<file path="config.mk">
export PLATFORM = sky130hd
export DESIGN_NAME = ap_status_monitor
export DESIGN_NICKNAME = d
export VERILOG_FILES = /design/src/rtl/ap_mon_pkg.sv /design/src/rtl/ap_ch_monitor.sv /design/src/rtl/ap_status_monitor.sv
export SDC_FILE = /design/constraint.sdc
export NUM_CORES = 2
export LEC_CHECK = 0
export CORE_MARGIN = 3
export CORE_UTILIZATION = 55
export DETAILED_ROUTE_END_ITERATION = 7
export GPL_ROUTABILITY_DRIVEN = 0
export PLACE_DENSITY = 0.8
export SYNTH_ARGS = -nofsm -noshare
export SYNTH_HDL_FRONTEND = slang
export SYNTH_SLANG_ARGS = --single-unit
</file>
<file path="constraint.sdc">
create_clock -name clock -period 6.4 [get_ports clock]
set_input_delay 0.64 -clock clock [delete_from_list [all_inputs] [get_ports clock]]
set_output_delay 0.64 -clock clock [all_outputs]
set_load 0.005 [all_outputs]
</file>
<file path="src/rtl/ap_mon_pkg.sv">
// Shared types, readout codes and the saturating-increment helper for ap_status_monitor.
// Latency: n/a (declarations only).
// Backpressure: n/a.
package ap_mon_pkg;

  typedef enum logic [1:0] {
    IDLE = 2'd0,
    RUN  = 2'd1,
    HOLD = 2'd2
  } ch_state_t;

  // rd_sel encoding
  localparam logic [2:0] SEL_START    = 3'd0;
  localparam logic [2:0] SEL_DONE     = 3'd1;
  localparam logic [2:0] SEL_BUSY     = 3'd2;
  localparam logic [2:0] SEL_STALL    = 3'd3;
  localparam logic [2:0] SEL_READY    = 3'd4;
  localparam logic [2:0] SEL_LAT_MAX  = 3'd5;
  localparam logic [2:0] SEL_LAT_LAST = 3'd6;

  // Widest counter the helper can handle; callers cast to their own width.
  localparam int MAX_CNT_W = 64;

  // Increment v, treating the low w bits as the counter; sticks at all-ones.
  function automatic logic [MAX_CNT_W-1:0] sat_inc(input logic [MAX_CNT_W-1:0] v,
                                                   input int w);
    logic [MAX_CNT_W-1:0] top;
    top = {MAX_CNT_W{1'b1}} >> (MAX_CNT_W - w);
    return (v == top) ? v : v + MAX_CNT_W'(1);
  endfunction

endpackage

</file>
<file path="src/rtl/ap_ch_monitor.sv">
// One ap_ctrl_hs channel: IDLE/RUN/HOLD tracker, saturating statistics, sticky protocol error.
// Latency: counters and state update on the clock edge that samples the handshake.
// Backpressure: none; observe-only, hold=1 freezes every register.
// Ports: clock, reset (sync, active-low), hold, ap_start/ap_ready/ap_done/ap_continue,
//        statistic counters out, proto_err out. Latency registers (lat_max, lat_last)
//        exist only when AP_STATUS_MON_LATENCY_EN is defined.
module ap_ch_monitor
  import ap_mon_pkg::*;
#(
  parameter int CNT_W = 32
) (
  input  logic             clock,
  input  logic             reset,
  input  logic             hold,
  input  logic             ap_start,
  input  logic             ap_ready,
  input  logic             ap_done,
  input  logic             ap_continue,
  output logic [CNT_W-1:0] start_cnt,
  output logic [CNT_W-1:0] done_cnt,
  output logic [CNT_W-1:0] busy_cnt,
  output logic [CNT_W-1:0] stall_cnt,
  output logic [CNT_W-1:0] ready_cnt,
`ifdef AP_STATUS_MON_LATENCY_EN
  output logic [CNT_W-1:0] lat_max,
  output logic [CNT_W-1:0] lat_last,
`endif
  output logic             proto_err
);

  function automatic logic [CNT_W-1:0] inc(input logic [CNT_W-1:0] v);
    return CNT_W'(sat_inc(MAX_CNT_W'(v), CNT_W));
  endfunction

  ch_state_t state, state_nxt;
  logic      start_q;     // ap_start of the previous cycle, to spot a falling edge
  logic      ready_seen;  // ap_ready observed since the current RUN entry
  logic      inc_start;
  logic      inc_done;
  logic      err_nxt;

  always_comb begin
    state_nxt = state;
    inc_start = 1'b0;
    inc_done  = 1'b0;
    err_nxt   = proto_err;
    case (state)
      IDLE: begin
        if (ap_done) err_nxt = 1'b1;
        if (ap_start) begin
          state_nxt = RUN;
          inc_start = 1'b1;
        end
      end
      RUN: begin
        // ap_start withdrawn before the kernel acknowledged it with ap_ready
        if (start_q && !ap_start && !(ready_seen || ap_ready)) err_nxt = 1'b1;
        if (ap_done && ap_continue) begin
          inc_done = 1'b1;
          if (ap_start) inc_start = 1'b1;
          else          state_nxt = IDLE;
        end else if (ap_done) begin
          state_nxt = HOLD;
        end
      end
      HOLD: begin
        // ap_done was already captured on the way into HOLD; ap_continue completes it
        if (ap_continue) begin
          inc_done = 1'b1;
          if (ap_start) begin
            state_nxt = RUN;
            inc_start = 1'b1;
          end else begin
            state_nxt = IDLE;
          end
        end
      end
      default: state_nxt = IDLE;
    endcase
  end

  always_ff @(posedge clock) begin
    if (!reset) begin
      state      <= IDLE;
      start_q    <= 1'b0;
      ready_seen <= 1'b0;
      proto_err  <= 1'b0;
      start_cnt  <= '0;
      done_cnt   <= '0;
      busy_cnt   <= '0;
      stall_cnt  <= '0;
      ready_cnt  <= '0;
    end else if (!hold) begin
      state     <= state_nxt;
      start_q   <= ap_start;
      proto_err <= err_nxt;
      if (inc_start)        ready_seen <= ap_ready;
      else if (state == RUN) ready_seen <= ready_seen | ap_ready;
      if (inc_start)       start_cnt <= inc(start_cnt);
      if (inc_done)        done_cnt  <= inc(done_cnt);
      if (state == RUN)    busy_cnt  <= inc(busy_cnt);
      if (state == HOLD)   stall_cnt <= inc(stall_cnt);
      if (ap_ready)        ready_cnt <= inc(ready_cnt);
    end
  end

`ifdef AP_STATUS_MON_LATENCY_EN
  // lat_cur counts the cycles already spent since (and including) the start cycle;
  // the done cycle itself is added by lat_fin.
  logic [CNT_W-1:0] lat_cur;
  logic [CNT_W-1:0] lat_fin;

  assign lat_fin = inc(lat_cur);

  always_ff @(posedge clock) begin
    if (!reset) begin
      lat_cur  <= '0;
      lat_max  <= '0;
      lat_last <= '0;
    end else if (!hold) begin
      if (inc_done) begin
        lat_last <= lat_fin;
        if (lat_fin > lat_max) lat_max <= lat_fin;
      end
      if (inc_start)          lat_cur <= CNT_W'(1);
      else if (state != IDLE) lat_cur <= lat_fin;
    end
  end
`endif

endmodule

</file>
<file path="src/rtl/ap_status_monitor.sv">
// Multi-channel ap_ctrl_hs status monitor: per-channel statistics, freeze and register readout.
// Latency: readout returns 1 cycle after rd_en with values sampled in the rd_en cycle.
// Backpressure: none; rd_en is accepted every cycle, rd_valid is a single-cycle pulse.
// Ports: clock, reset (sync, active-low); ap_start/ap_ready/ap_done/ap_continue [NUM_CH];
//        finish (freeze), rd_en/rd_ch/rd_sel in; rd_valid/rd_data/rd_err, frozen, proto_err out.
// Option: define AP_STATUS_MON_LATENCY_EN to add per-channel LAT_MAX / LAT_LAST statistics.
module ap_status_monitor
  import ap_mon_pkg::*;
#(
  parameter int NUM_CH = 4,
  parameter int CNT_W  = 32
) (
  input  logic              clock,
  input  logic              reset,
  input  logic [NUM_CH-1:0] ap_start,
  input  logic [NUM_CH-1:0] ap_ready,
  input  logic [NUM_CH-1:0] ap_done,
  input  logic [NUM_CH-1:0] ap_continue,
  input  logic              finish,
  input  logic              rd_en,
  input  logic [3:0]        rd_ch,
  input  logic [2:0]        rd_sel,
  output logic              rd_valid,
  output logic [CNT_W-1:0]  rd_data,
  output logic              rd_err,
  output logic              frozen,
  output logic [NUM_CH-1:0] proto_err
);

  logic [CNT_W-1:0] start_cnt [NUM_CH];
  logic [CNT_W-1:0] done_cnt  [NUM_CH];
  logic [CNT_W-1:0] busy_cnt  [NUM_CH];
  logic [CNT_W-1:0] stall_cnt [NUM_CH];
  logic [CNT_W-1:0] ready_cnt [NUM_CH];
`ifdef AP_STATUS_MON_LATENCY_EN
  logic [CNT_W-1:0] lat_max   [NUM_CH];
  logic [CNT_W-1:0] lat_last  [NUM_CH];
`endif

  // The edge that first sees finish must already hold, so finish gates directly.
  logic hold;
  assign hold = frozen | finish;

  always_ff @(posedge clock) begin
    if (!reset)      frozen <= 1'b0;
    else if (finish) frozen <= 1'b1;
  end

  for (genvar ch = 0; ch < NUM_CH; ch++) begin : g_ch
    ap_ch_monitor #(.CNT_W(CNT_W)) u_ch (
      .clock       (clock),
      .reset       (reset),
      .hold        (hold),
      .ap_start    (ap_start[ch]),
      .ap_ready    (ap_ready[ch]),
      .ap_done     (ap_done[ch]),
      .ap_continue (ap_continue[ch]),
      .start_cnt   (start_cnt[ch]),
      .done_cnt    (done_cnt[ch]),
      .busy_cnt    (busy_cnt[ch]),
      .stall_cnt   (stall_cnt[ch]),
      .ready_cnt   (ready_cnt[ch]),
`ifdef AP_STATUS_MON_LATENCY_EN
      .lat_max     (lat_max[ch]),
      .lat_last    (lat_last[ch]),
`endif
      .proto_err   (proto_err[ch])
    );
  end

  // Readout mux; an unmatched channel or unused code leaves data at 0 with error set.
  logic [CNT_W-1:0] sel_dat;
  logic             sel_err;

  always_comb begin
    sel_dat = '0;
    sel_err = 1'b1;
    for (int ch = 0; ch < NUM_CH; ch++) begin
      if (rd_ch == 4'(ch)) begin
        sel_err = 1'b0;
        case (rd_sel)
          SEL_START:    sel_dat = start_cnt[ch];
          SEL_DONE:     sel_dat = done_cnt[ch];
          SEL_BUSY:     sel_dat = busy_cnt[ch];
          SEL_STALL:    sel_dat = stall_cnt[ch];
          SEL_READY:    sel_dat = ready_cnt[ch];
`ifdef AP_STATUS_MON_LATENCY_EN
          SEL_LAT_MAX:  sel_dat = lat_max[ch];
          SEL_LAT_LAST: sel_dat = lat_last[ch];
`endif
          default:      sel_err = 1'b1;
        endcase
      end
    end
  end

  always_ff @(posedge clock) begin
    if (!reset) begin
      rd_valid <= 1'b0;
      rd_data  <= '0;
      rd_err   <= 1'b0;
    end else begin
      rd_valid <= rd_en;
      rd_err   <= rd_en & sel_err;
      rd_data  <= rd_en ? sel_dat : '0;
    end
  end

endmodule

</file>
==> out/qor.csv <==
stage;metric;value;unit
global_route;pin count of the biggest net entering global routing;124;
worst_setup_path;crit path max fanout;68;
final_layout;multi-input gate area in the final layout;24200;sq um
die;Core Footprint;70800;sq um
global_route;global-route wire length before repair;203000;um
power_and_ir_drop;PwrDens;217;nW/um^2
job;number of max-cap violations;0;
final_layout;most frequent cells in the layout;695 x dfxtp_1, 449 x nand2_1, 391 x a21oi_1, 264 x o21ai_0, 258 x nor2_1;
worst_setup_path;Setup CP Type;input port to flop;
detailed_routing;drt pass-1 iters;8;
detailed_routing;initial detailed-routing violation count;5939;
yosys;ys flop type;dfxtp_1;
clock_network;Root Buffer;clkbuf_16;
clock_network;Post-CTS Setup Bufs;0;
timing;RSZ-0062 raised after global routing;false;
worst_setup_path;WP data required;6.91;ns
detailed_routing;DR WL/cell;22.9;um
yosys;post-synth cell types;96;
final_layout;share of layout cells above drive strength 1;7.03;%
clock_network;worst-skew pair later-pin latency;0.64;ns
yosys;Post-synth ARST share;0;%
final_layout;commonest non-fill, non-tap cell in the layout;dfxtp_1;
final_layout;area grow syn2layout;8.96;%
detailed_routing;Post-Route WL;132000;um
clock_network;CTS tree;built;
global_route;GRT Resource Usage Total;33.7;%
yosys;Seq cells post-synth;695;
detailed_routing;vias;40505;
yosys;Post-synth EDFFs;0;
power_and_ir_drop;PnR Total Power;0.00938;W
detailed_routing;antenna-violating nets left;0;
die;Starting Density;56.2;%
yosys;sequential area share after synthesis;35.0;%
die;die footprint;75500;sq um
timing;max_slew headroom;6.46;%
timing;Least-Margin Pin Slew;1.40;ns
yosys;Post-Synthesis Cells;4900;
yosys;Synth Area per Inst;8.11;sq um
timing;f_max;280;MHz
clock_network;CTS H-Tree Depth;3;
timing;Hold Vio Cnt, Final;0;
global_route;antenna violations before repair;4;
die;die width;275;um
clock_network;clock-pin slew on the worst setup and hold paths;0.06;ns
yosys;warnings from Yosys;0;
placement;post-DP HPWL;93800;um
clock_network;Post-CTS Hold Buffers;0;
die;IO Pins;66;
clock_network;Resize count post-CTS;0;
die;floorplan row count;97;
outcome;violated checks;DRC;
die;Die Span Y;275;um
global_route;vias in the first global route;35561;
hold_path;Worst Hold Class;input port to flop;
clock_network;Longest Clk Path Bufs;3;
detailed_routing;DR vias/cell;7.02;
final_layout;Reg area;13900;sq um
yosys;Synth Cell Area;39700;sq um
timing;setup ws final;2.82;ns
timing;clk_skew;0.0261;ns
clock_network;clk sinks;695;
yosys;Net Count, Synth;4963;
timing;fin. max-slew vios;0;
power_and_ir_drop;P_leak;12.7;nW
final_layout;Nets;4841;
power_and_ir_drop;worst ir drop on vdd;168;uV
final_layout;FILL cells;6125;
timing;Final Cycle Share;55.9;%
placement;Setup WS pre-CTS;2.48;ns
clock_network;CTS Buf Count;77;
timing;fin crit period;3.58;ns
timing;Post-Route Setup TNS;0;ns
timing;final setup violation count;0;
global_route;total grt overflow;0;
worst_setup_path;critical path arrival;4.08;ns
outcome;status;finished with violations;
detailed_routing;detailed-route DRC error count;18;
worst_setup_path;Startpoint Class;input port;
placement;IO buf count;65;
worst_setup_path;CP Capture Type;flop;
-- critical path: stages --
cell and delay (ns):
buf_4 0.42, buf_4 0.72, nand2b_1 0.78, o2bb2ai_1 0.28, a221oi_1 0.68, o2bb2ai_1 0.19, a221o_1 0.30
-- layer usage --
layer / routed length [um] / share of wire, % / track usage [%]
met1: 51900 / 39 / 45.6
met2: 54300 / 41 / 48.3
met3: 17200 / 13 / 9.27
met4: 8690 / 6.6 / 18.7
met5: 216 / 0.16 / 1.54
-- through the flow --
stage               utilization, %  cells  instance area (sq um)  hold WS (ns)
floorplan                        -   4900                  39700         0.427
global placement              57.6   5639                  40800         0.440
detailed placement            57.6   5639                  40800         0.447
CTS                           61.2   5773                  43300         0.414
global route                  61.2   5773                  43300         0.435
finish                        61.2   5774                  43300         0.420
-- registers in the layout (all words and copies together) (netlist names) --
register	count
frozen	1
rd_err	1
rd_data	32
g_ch.u_ch.start_q	4
g_ch.u_ch.state	8
g_ch.u_ch.ready_cnt	128
g_ch.u_ch.busy_cnt	128
g_ch.u_ch.proto_err	4
rd_valid	1
g_ch.u_ch.stall_cnt	128
g_ch.u_ch.start_cnt	128
g_ch.u_ch.done_cnt	128
g_ch.u_ch.ready_seen	4
-- power by group --
group	switching (W)	internal, W
sequential	0.0000213	0.00434
combinational	0.000323	0.000115
clock	0.00187	0.00271
total	0.00221	0.00717
-- cell type report --
class                   count  share of cell area (%)
flip-flops and latches    695                    32.1
inverters                 120                    1.06
diodes                      1                 0.00578
well taps                 940                    2.72
clock inverters            17                   0.566
clock buffers             117                    5.31
repair buffers            104                    2.26
multi-input cells        3780                    56.0
-- cell usage after synthesis (10+ instances only) --
master     count  area [sq um]
a2111oi_0     21           184
a211oi_1      30           225
a21oi_1      391          1960
a221oi_1      15           131
a22oi_1      194          1460
a2bb2oi_1     19           166
a31o_2        10          87.6
a31oi_1       16           100
and2_1        27           169
and3_1        42           263
and4_1        71           622
buf_1         31           116
buf_2         29           145
clkbuf_1     235           882
dfxtp_1      695         13900
ha_1          36           450
inv_1        119           447
mux2_2        81           912
mux2i_1      142          1420
nand2_1      449          1690
nand2b_1      96           601
nand3_1      223          1120
nand4_1      190          1190
nor2_1       260           976
nor3_1        36           180
nor4_1       112           701
nor4b_1       13           114
o2111ai_1     10          87.6
o211ai_1      41           308
o21a_1        14           105
o21ai_0      264          1320
o21bai_1      11          82.6
o221ai_1      37           324
o22ai_1       79           494
o2bb2ai_1     12           105
o311ai_0      15           131
o31ai_1      124           931
o41ai_1       17           149
or2_2         26           163
or3_1        226          1410
or4_1        135          1010
xnor2_1      118          1030
xor2_1        34           298
-- logic make-up (layout without fill, tap and decap cells) --
kind of cell / after synthesis / count (layout) / synth area share (%)
xor+xnor: 152 / 152 / 3.35
buf+inv: 425 / 358 / 4.28
mux: 226 / 226 / 6.04
other cells: 0 / 1 / 0
compound gates: 1382 / 1382 / 22.6
flops: 695 / 695 / 35.0
simple gates: 1984 / 1984 / 27.6
fa+ha+maj: 36 / 36 / 1.13
-- worst paths after layout --
check,cells past startpoint,slack [ns],end,start
setup / recovery,7,2.82,rd_data[9]$_SDFF_PN0_,rd_sel[2]
hold / removal,3,0.42,g_ch[0].u_ch.ready_cnt[15]$_SDFFE_PN0P_,reset
setup reg to reg,6,3.31,g_ch[0].u_ch.busy_cnt[23]$_SDFFE_PN0P_,frozen$_SDFFE_PN0P_
hold reg to reg,2,0.46,g_ch[1].u_ch.ready_seen$_SDFFE_PN0P_,g_ch[1].u_ch.ready_seen$_SDFFE_PN0P_
(Power assumes the default switching activity.)
